==> src/rtl/stopwatch_pkg.sv <==
// Shared encodings, default timing constants and counter-width helper
// for the stopwatch control sequencer.
package stopwatch_pkg;

  typedef enum logic [1:0] {
    ST_IDLE  = 2'b00,
    ST_RUN   = 2'b01,
    ST_PAUSE = 2'b10,
    ST_LAP   = 2'b11
  } sw_state_e;

  localparam int unsigned CLK_HZ_DEF          = 32'd100_000_000;
  localparam int unsigned TICK_HZ_DEF         = 32'd100;
  localparam int unsigned DEBOUNCE_CYCLES_DEF = 32'd1_000_000;

  // Bits needed to count 0..n_states-1 (never less than one bit)
  function automatic int unsigned cnt_width(input int unsigned n_states);
    return (n_states < 32'd2) ? 32'd1 : int'($clog2(n_states));
  endfunction

endpackage

==> src/rtl/stopwatch_ctrl_button_debounce.sv <==
// Raw push-button conditioning: 2-FF synchroniser, stability debounce and
// a registered single-cycle pulse on each accepted press.
module button_debounce
  import stopwatch_pkg::*;
#(
  parameter int unsigned DEBOUNCE_CYCLES = DEBOUNCE_CYCLES_DEF
) (
  input  logic clk,
  input  logic reset_stopwatch,
  input  logic btn_raw,
  output logic press
);

  localparam int unsigned    CW      = cnt_width(DEBOUNCE_CYCLES);
  localparam logic [CW-1:0]  CNT_MAX = CW'(DEBOUNCE_CYCLES - 32'd1);

  logic          sync1_q, sync1_d;
  logic          sync2_q, sync2_d;
  logic          level_q, level_d;
  logic          level_dly_q, level_dly_d;
  logic          press_q, press_d;
  logic [CW-1:0] cnt_q, cnt_d;

  // Next-state for synchroniser, debounce counter and press pulse
  always_comb begin
    sync1_d     = btn_raw;
    sync2_d     = sync1_q;
    level_dly_d = level_q;
    level_d     = level_q;
    cnt_d       = cnt_q;
    if (sync2_q != level_q) begin
      if (cnt_q >= CNT_MAX) begin
        level_d = sync2_q;
        cnt_d   = '0;
      end else begin
        cnt_d = cnt_q + 1'b1;
      end
    end else begin
      cnt_d = '0;
    end
    // Only a debounced 0->1 change is a press; releases are silent
    press_d = level_q & ~level_dly_q;
  end

  // Conditioning state registers
  always_ff @(posedge clk or posedge reset_stopwatch) begin
    if (reset_stopwatch) begin
      sync1_q     <= 1'b0;
      sync2_q     <= 1'b0;
      level_q     <= 1'b0;
      level_dly_q <= 1'b0;
      press_q     <= 1'b0;
      cnt_q       <= '0;
    end else begin
      sync1_q     <= sync1_d;
      sync2_q     <= sync2_d;
      level_q     <= level_d;
      level_dly_q <= level_dly_d;
      press_q     <= press_d;
      cnt_q       <= cnt_d;
    end
  end

  assign press = press_q;

endmodule

==> src/rtl/stopwatch_ctrl.sv <==
// Stopwatch control sequencer: button conditioning, 100 Hz tick prescaler
// and the IDLE/RUN/PAUSE/LAP machine driving datapath strobes.
module stopwatch_ctrl
  import stopwatch_pkg::*;
#(
  parameter int unsigned CLK_HZ          = CLK_HZ_DEF,
  parameter int unsigned TICK_HZ         = TICK_HZ_DEF,
  parameter int unsigned DEBOUNCE_CYCLES = DEBOUNCE_CYCLES_DEF
) (
  input  logic       clk,
  input  logic       reset_stopwatch,
  input  logic       btn_startstop,
  input  logic       btn_lap,
  output logic       count_en,
  output logic       count_clr,
  output logic       lap_latch,
  output logic       display_hold,
  output logic       run_led,
  output logic [1:0] state
);

  localparam int unsigned   TICK_DIV  = CLK_HZ / TICK_HZ;
  localparam int unsigned   PW        = cnt_width(TICK_DIV);
  localparam logic [PW-1:0] PRESC_MAX = PW'(TICK_DIV - 32'd1);

  logic          ss_press, lp_press;
  sw_state_e     state_q, state_d;
  logic [PW-1:0] presc_q, presc_d;
  logic          count_en_q, count_en_d;
  logic          count_clr_q, count_clr_d;
  logic          lap_latch_q, lap_latch_d;
  logic          display_hold_q, display_hold_d;
  logic          run_led_q, run_led_d;

  button_debounce #(.DEBOUNCE_CYCLES(DEBOUNCE_CYCLES)) u_db_startstop (
    .clk             (clk),
    .reset_stopwatch (reset_stopwatch),
    .btn_raw         (btn_startstop),
    .press           (ss_press)
  );

  button_debounce #(.DEBOUNCE_CYCLES(DEBOUNCE_CYCLES)) u_db_lap (
    .clk             (clk),
    .reset_stopwatch (reset_stopwatch),
    .btn_raw         (btn_lap),
    .press           (lp_press)
  );

  // Prescaler advance, state transitions and strobe generation
  always_comb begin
    state_d     = state_q;
    presc_d     = presc_q;
    count_en_d  = 1'b0;
    count_clr_d = 1'b0;
    lap_latch_d = 1'b0;

    // Prescaler follows the current state, so a wrap on a RUN->PAUSE edge still counts
    case (state_q)
      ST_RUN, ST_LAP: begin
        if (presc_q == PRESC_MAX) begin
          presc_d    = '0;
          count_en_d = 1'b1;
        end else begin
          presc_d = presc_q + 1'b1;
        end
      end
      ST_PAUSE: presc_d = presc_q;
      default:  presc_d = '0;
    endcase

    // Start/stop always takes priority over lap/clear
    case (state_q)
      ST_IDLE: begin
        if (ss_press) state_d = ST_RUN;
        else          state_d = ST_IDLE;
      end
      ST_RUN: begin
        if (ss_press) begin
          state_d = ST_PAUSE;
        end else if (lp_press) begin
          state_d     = ST_LAP;
          lap_latch_d = 1'b1;
        end else begin
          state_d = ST_RUN;
        end
      end
      ST_LAP: begin
        if (ss_press)      state_d = ST_PAUSE;
        else if (lp_press) state_d = ST_RUN;
        else               state_d = ST_LAP;
      end
      ST_PAUSE: begin
        if (ss_press) begin
          state_d = ST_RUN;
        end else if (lp_press) begin
          state_d     = ST_IDLE;
          count_clr_d = 1'b1;
          presc_d     = '0;
        end else begin
          state_d = ST_PAUSE;
        end
      end
      default: state_d = ST_IDLE;
    endcase

    display_hold_d = (state_d == ST_LAP);
    run_led_d      = (state_d == ST_RUN) || (state_d == ST_LAP);
  end

  // Control state and registered outputs
  always_ff @(posedge clk or posedge reset_stopwatch) begin
    if (reset_stopwatch) begin
      state_q        <= ST_IDLE;
      presc_q        <= '0;
      count_en_q     <= 1'b0;
      count_clr_q    <= 1'b0;
      lap_latch_q    <= 1'b0;
      display_hold_q <= 1'b0;
      run_led_q      <= 1'b0;
    end else begin
      state_q        <= state_d;
      presc_q        <= presc_d;
      count_en_q     <= count_en_d;
      count_clr_q    <= count_clr_d;
      lap_latch_q    <= lap_latch_d;
      display_hold_q <= display_hold_d;
      run_led_q      <= run_led_d;
    end
  end

  assign count_en     = count_en_q;
  assign count_clr    = count_clr_q;
  assign lap_latch    = lap_latch_q;
  assign display_hold = display_hold_q;
  assign run_led      = run_led_q;
  assign state        = state_q;

endmodule

==> config.mk <==
export PLATFORM = sky130hd
export DESIGN_NAME = stopwatch_ctrl
export DESIGN_NICKNAME = d
export VERILOG_FILES = /design/src/rtl/stopwatch_pkg.sv /design/src/rtl/stopwatch_ctrl_button_debounce.sv /design/src/rtl/stopwatch_ctrl.sv
export SDC_FILE = /design/constraint.sdc
export NUM_CORES = 1
export LEC_CHECK = 0
export BUFFER_PORTS_ARGS = -buffer_cell sky130_fd_sc_hd__buf_2
export CAP_MARGIN = 10
export CORE_ASPECT_RATIO = 0.6
export CORE_MARGIN = 4
export CORE_UTILIZATION = 58
export CTS_BUF_LIST = sky130_fd_sc_hd__clkbuf_8
export CTS_CLUSTER_DIAMETER = 30
export DETAILED_ROUTE_END_ITERATION = 8
export GPL_TIMING_DRIVEN = 0
export HOLD_SLACK_MARGIN = 0.02
export PLACE_DENSITY = 0.83
export SLEW_MARGIN = 0
export SYNTH_ARGS = -nofsm -noshare
export SYNTH_HDL_FRONTEND = slang
export SYNTH_SLANG_ARGS = --single-unit
==> constraint.sdc <==
create_clock -name clk -period 1.8 [get_ports clk]
set_input_delay 0 -clock clk [delete_from_list [all_inputs] [get_ports clk]]
set_output_delay 0 -clock clk [all_outputs]
set_load 0.01 [all_outputs]
# After elaboration in Yosys (flattened, before gate mapping)
# Index checks and enable logic that the tools add are counted.
classes:
  n_addsub: 3
  n_mul: 0
  div_mod_pow: 0
  order_cmp: 2
  n_eq_ne: 8
  n_shift: 0
  n_mux: 23
  bitwise_logic: 4
  n_reduce_logical: 5
op_table:
  columns: ["cell", "n"]
  rows:
  - ["20-bit two-way mux", 8]
  - ["20-bit by 1-bit adder with 20-bit output (second input constant)", 3]
  - ["20-bit greater-or-equal comparator (second input constant)", 2]
  - ["20-bit one-hot mux with 2 select lines", 1]
  - ["20-bit == test (second input constant)", 1]
  - ["2-bit two-way mux", 6]
  - ["2-bit one-hot mux with 4 select lines", 1]
  - ["1-bit two-way mux", 7]
  - ["2-bit == test (second input constant)", 3]
  - ["2-bit by 1-bit == test with 1-bit output (second input constant)", 2]
  - ["2-bit AND reduction", 2]
  - ["1-bit bitwise AND", 2]
  - ["2-bit logical NOT", 1]
  - ["1-bit inequality test", 2]
  - ["1-bit NOT", 2]
  - ["2-bit OR reduction", 1]
  - ["1-bit logical OR", 1]
word_totals:
  reg_bits: 77
  latch_bits: 0
  mem_bits_rw: 0
  mem_bits_ro: 0
  out_inout_bits: 7
  word_cells: 64
  memories: 0

# Longest topological paths before layout
depth:
  depth_word: 6
  ltp_mapped: 7

# Cells and area by module
# From an unflattened synthesis, not the netlist that was laid out.
hier_totals:
  cells_unflattened: 400
  area_unflattened_um2: 3897.5
modules_own_cells:
  columns: ["module", "n_inst", "cells_per_inst", "area_each_um2", "seq_area_each_um2"]
  rows:
  - ["button_debounce", 2, 125, 1252.5, 625.6]
  - ["stopwatch_ctrl", 1, 150, 1392.6, 650.6]

# Worst setup path after synthesis
# OpenSTA, ideal clock, no wires.
synth_timing:
  path_kind: "register to register"
  startpoint: "reg presc_q[0]"
  endpoint: "reg presc_q[15]"
  setup_time_ps: 139
  arrival_time_ps: 1758
  required_ps: 1661
  slack_ps: -97
  path_stages_with_launch: 8
  period_less_slack_ps: 1897
  cell_sequence: "dfrtp_1 > ha_1 > nand3_2 > or2_1 > o41a_1 > buf_6 > a41oi_1 > a31oi_1"
synth_via:
  elab_chain_len: 6
  word_cells_on_any_way: 7
  cone_classes: "1 x add/sub; 1 x eq/ne; 5 x mux"
synth_rtl:
  columns: ["item", "line", "source"]
  rows:
  - ["from (decl)", "stopwatch_ctrl.sv:28", "logic [PW-1:0] presc_q, presc_d;"]
  - ["from (signal assigned)", "stopwatch_ctrl.sv:122", "presc_q <= presc_d;"]
  - ["20-bit by 1-bit adder with 20-bit output or 20-bit == test (tied branches)", "stopwatch_ctrl.sv:64, stopwatch_ctrl.sv:60", null]
  - ["20-bit two-way mux *", "stopwatch_ctrl.sv:60", "if (presc_q == PRESC_MAX) begin"]
  - ["20-bit one-hot mux with 2 select lines *", "stopwatch_ctrl.sv:58", "case (state_q)"]
  - ["20-bit two-way mux", "stopwatch_ctrl.sv:95", "end else if (lp_press) begin"]
  - ["20-bit two-way mux", "stopwatch_ctrl.sv:93", "if (ss_press) begin"]
  - ["20-bit two-way mux *", "stopwatch_ctrl.sv:72", "case (state_q)"]
  - ["via presc_d[15]", "stopwatch_ctrl.sv:28", null]
# The timed path passes the listed nets; every way through them passes the cells marked *.
# A chain may end at the register's enable or synchronous reset.

# Final worst setup path
layout_timing:
  startpoint: "reg presc_q[7]"
  endpoint: "reg presc_q[3]"
layout_via:
  elab_chain_len: 6
layout_rtl:
  columns: ["item", "line"]
  rows:
  - ["20-bit == test *", "stopwatch_ctrl.sv:60"]
  - ["20-bit two-way mux *", "stopwatch_ctrl.sv:60"]
  - ["20-bit one-hot mux with 2 select lines *", "stopwatch_ctrl.sv:58"]
  - ["20-bit two-way mux", "stopwatch_ctrl.sv:95"]
  - ["20-bit two-way mux", "stopwatch_ctrl.sv:93"]
  - ["20-bit two-way mux *", "stopwatch_ctrl.sv:72"]
  - ["via presc_d[3]", "stopwatch_ctrl.sv:28"]
# Marks and branches as above.

==> qor.yml <==
status:
  violations: "setup timing"
  status: "complete, but fails checks"
timing:
  slew_headroom: 0.399
  period_needed_ns: 2.18
  tightest_slew_ns: 0.900
  fin_crit_sh: 1.21
  whs_ns: 0.303
  fmax_mhz: 459
  rsz0062_at_grt: "yes"
  setup_ws_ns: -0.378
  fin_worst_skew_ns: 0.0190
  setup_viol: 41
  hold_viol: 0
  final_max_slew_viol_count: 0
logic_synthesis:
  ys_seq_area_frac: 0.532
  synthFlopType: "dfrtp_1"
  syn-cell-area_mm2: 0.00362
  synth_seq_cells: 77
  ys_types: 43
  synth_nets: 374
  avgSynthCellArea_um2: 9.88
  synth_edf_count: 0
  synth_cells: 367
  ys_warn_count: 0
  async_flop_share: 1.00
placed_design:
  dp_hpwl_um: 4940
  dpl_cell_area_mm2: 0.00381
  post-place-cells: 458
  place_ws_ns: -0.260
  port_buffers: 10
  gp_congestion: 0.942
critical_path:
  crit_family: "compound AO/OA/AOI/OAI gates"
  timing.rr.end: "presc_q[3]"
  ff2ff_path_depth: 7
  slowest_delay_ns: 0.56
  crit_type: "reg -> reg"
  end_kind: "flop"
  path_buf_inv: 2
  cp-startpoint: "presc_q[7]"
  critPathMaxFanout: 8
  critPathCapture: "presc_q[3]"
  path_cells: "buf_8 -> nor4bb_1 -> nand2_1 -> o41a_4 -> buf_6 -> a41oi_4 -> a31oi_1"
  cp_slowest_cell: "o41a_4"
  r2r_setup_slack_ns: -0.38
  worstPathArrival_ns: 2.38
  crit_path_start_kind: "flop"
  cp_num_cells: 7
  required_ns: 2.01
  reg2reg_from: "presc_q[7]"
cells_and_area:
  fillCellCount: 313
  area_delta_synth_final_pct: 25.7
  layout_common_cells: "76 x dfrtp_1, 38 x nand2_1, 31 x nor2_1, 27 x xor2_1"
  fin_cells: 494
  final_net_count: 417
  antenna_cells: 0
  post_route_cells_drive_above_1_share: 0.258
  final_design_area_no_fill_mm2: 0.00456
  layout_commonest_cell: "dfrtp_1"
global_route:
  grt_max_degree: 41
  antenna_found_initial: 0
  grt_usage: 0.228
  first_global_vias: 2743
  grt_pass1_wl_um: 13600
  overflow: 0
power:
  power_mw: 3.41
  p_leak_nw: 1.90
  vdd_drop_max_uv: 448
  power_density_mw_per_mm2: 748
clocking:
  cts_tree: "done"
  cts_buffers: 9
  clock_tree.buffer_depth: 2
  clkLatencyLatePin_ns: 0.35
  cts.root.buffer_cell: "clkbuf_8"
  cts_sinks: 77
  cts_htree_levels: 3
  path_clk_slew_ns: 0.08
die:
  die-area_mm2: 0.00762
  start_util: 0.624
  io_pins: 11
  rows: 21
  die_x_um: 110
  core_mm2: 0.00581
  fp.dieH_um: 69.2
route:
  drc_errors: 0
  firstDrtPassIters: 5
  wl_per_cell_um: 21.1
  vias_per_cell: 6.52
  num_vias: 3223
  antenna_left: 0
  wirelength_um: 10400
  dr.first_iter.drc_count: 460
run:
  cap_violations: 0
worst_hold_path:
  hp-class: "in -> reg"
==> routing by layer <==
metal  global-route usage  wire length [µm]  up-vias
li1                     -                 -     1369
met4               0.0733               597        0
met1                0.337              4270     1524
met3               0.0567              1170       77
met2                0.331              4400      253
met5                    0                 0        -
==> report_power, final <==
part | leakage (nW) | switching (mW) | internal, mW | total (mW)
clock | 0.115 | 0.623 | 0.888 | 1.51
combinational | 0.728 | 0.0907 | 0.0498 | 0.140
sequential | 1.06 | 0.0149 | 1.74 | 1.76
total | 1.90 | 0.729 | 2.68 | 3.41
==> worst register-to-register path, delay by kind of cell, from the launching register on <==
kind / cells / cell delay (ns)
AOI/OAI and AO/OA: 3 / 0.81
and+or+nand+nor: 2 / 0.52
DFF: 1 / 0.39
buffers and inverters: 2 / 0.31
==> cells in the mapped netlist, types with 2 or more instances <==
cell,instances,area [µm²]
a21oi_1,8,40.0
a31oi_1,16,100
a41oi_1,6,52.6
and2_1,4,25.0
and3_1,12,75.1
buf_2,3,15.0
buf_6,2,22.5
clkbuf_1,7,26.3
dfrtp_1,77,1930
ha_1,3,37.5
inv_1,10,37.5
mux2_1,2,22.5
nand2_1,39,146
nand2b_1,4,25.0
nand3_1,16,80.1
nand3b_1,2,15.0
nand4_1,12,75.1
nor2_1,52,195
nor2b_1,6,37.5
nor3_1,10,50.1
nor4_1,7,43.8
o211ai_1,2,15.0
o21ai_0,4,20.0
o21ai_1,6,30.0
xnor2_1,13,114
xor2_1,27,236
==> flip-flops by register name, indices dropped and copies added, names as in the netlist <==
signal / cells
u_db_lap.level_dly_q: 1
u_db_startstop.press: 1
u_db_startstop.sync1_q: 1
u_db_lap.sync2_q: 1
run_led: 1
presc_q: 20
u_db_lap.sync1_q: 1
count_clr: 1
display_hold: 1
count_en: 1
u_db_lap.level_dly_d: 1
lap_latch: 1
u_db_startstop.level_dly_d: 1
u_db_lap.press: 1
u_db_startstop.level_dly_q: 1
state: 2
u_db_lap.cnt_q: 20
u_db_startstop.cnt_q: 20
u_db_startstop.sync2_q: 1
==> worst min path at each step <==
| stage | startpoint | to | slack, ns | depth (start not counted) |
|---|---|---|---|---|
| after CTS | btn_startstop | u_db_startstop.sync1_q | 0.29 | 2 |
| after global routing | btn_lap | u_db_lap.sync1_q | 0.31 | 2 |
| final | btn_lap | u_db_lap.sync1_q | 0.30 | 2 |
| after floorplan | btn_lap | u_db_lap.sync1_q | 0.03 | 0 |
| after detailed placement | btn_startstop | u_db_startstop.sync1_q | 0.11 | 1 |
| after global placement | btn_lap | u_db_lap.sync1_q | 0.11 | 1 |
==> final cells by class <==
type,instances,area (µm²),share of cell area
Inverter,10,41.3,0.00906
Sequential cell,77,1930,0.423
Tap cell,80,100,0.0220
Buffer,11,98.8,0.0217
Timing Repair Buffer,33,255,0.0560
Clock inverter,3,67.6,0.0148
Multi-Input combinational cell,268,1900,0.417
Clock buffer,12,165,0.0362
==> logic make-up after synthesis <==
| family | Yosys count | synth area share |
|---|---|---|
| DFF | 77 | 0.532 |
| and+or+nand+nor | 172 | 0.232 |
| buffers and inverters | 22 | 0.0280 |
| xor gates and xnor gates | 40 | 0.0967 |
| muxes | 4 | 0.0121 |
| adders and majority gates | 3 | 0.0104 |
| AOI/OAI and AO/OA | 49 | 0.0894 |
==> stage by stage <==
step / utilization / TNS (ns)
after detailed placement: 0.656 / -6.30
final: 0.785 / -8.01
after CTS: 0.729 / -2.68
after global placement: 0.652 / -4.32
after floorplan: - / -0.156
after global routing: 0.785 / -9.63
==> repair_timing <==
action,CTS,global route
endpoints found under the hold margin,41,0
buffers inserted,6,8
endpoints found under the setup margin,61,61
hold buffers,3,0
pin swaps,11,39
cloned,2,3
resized for setup,22,71
(Power assumes the default switching activity.)
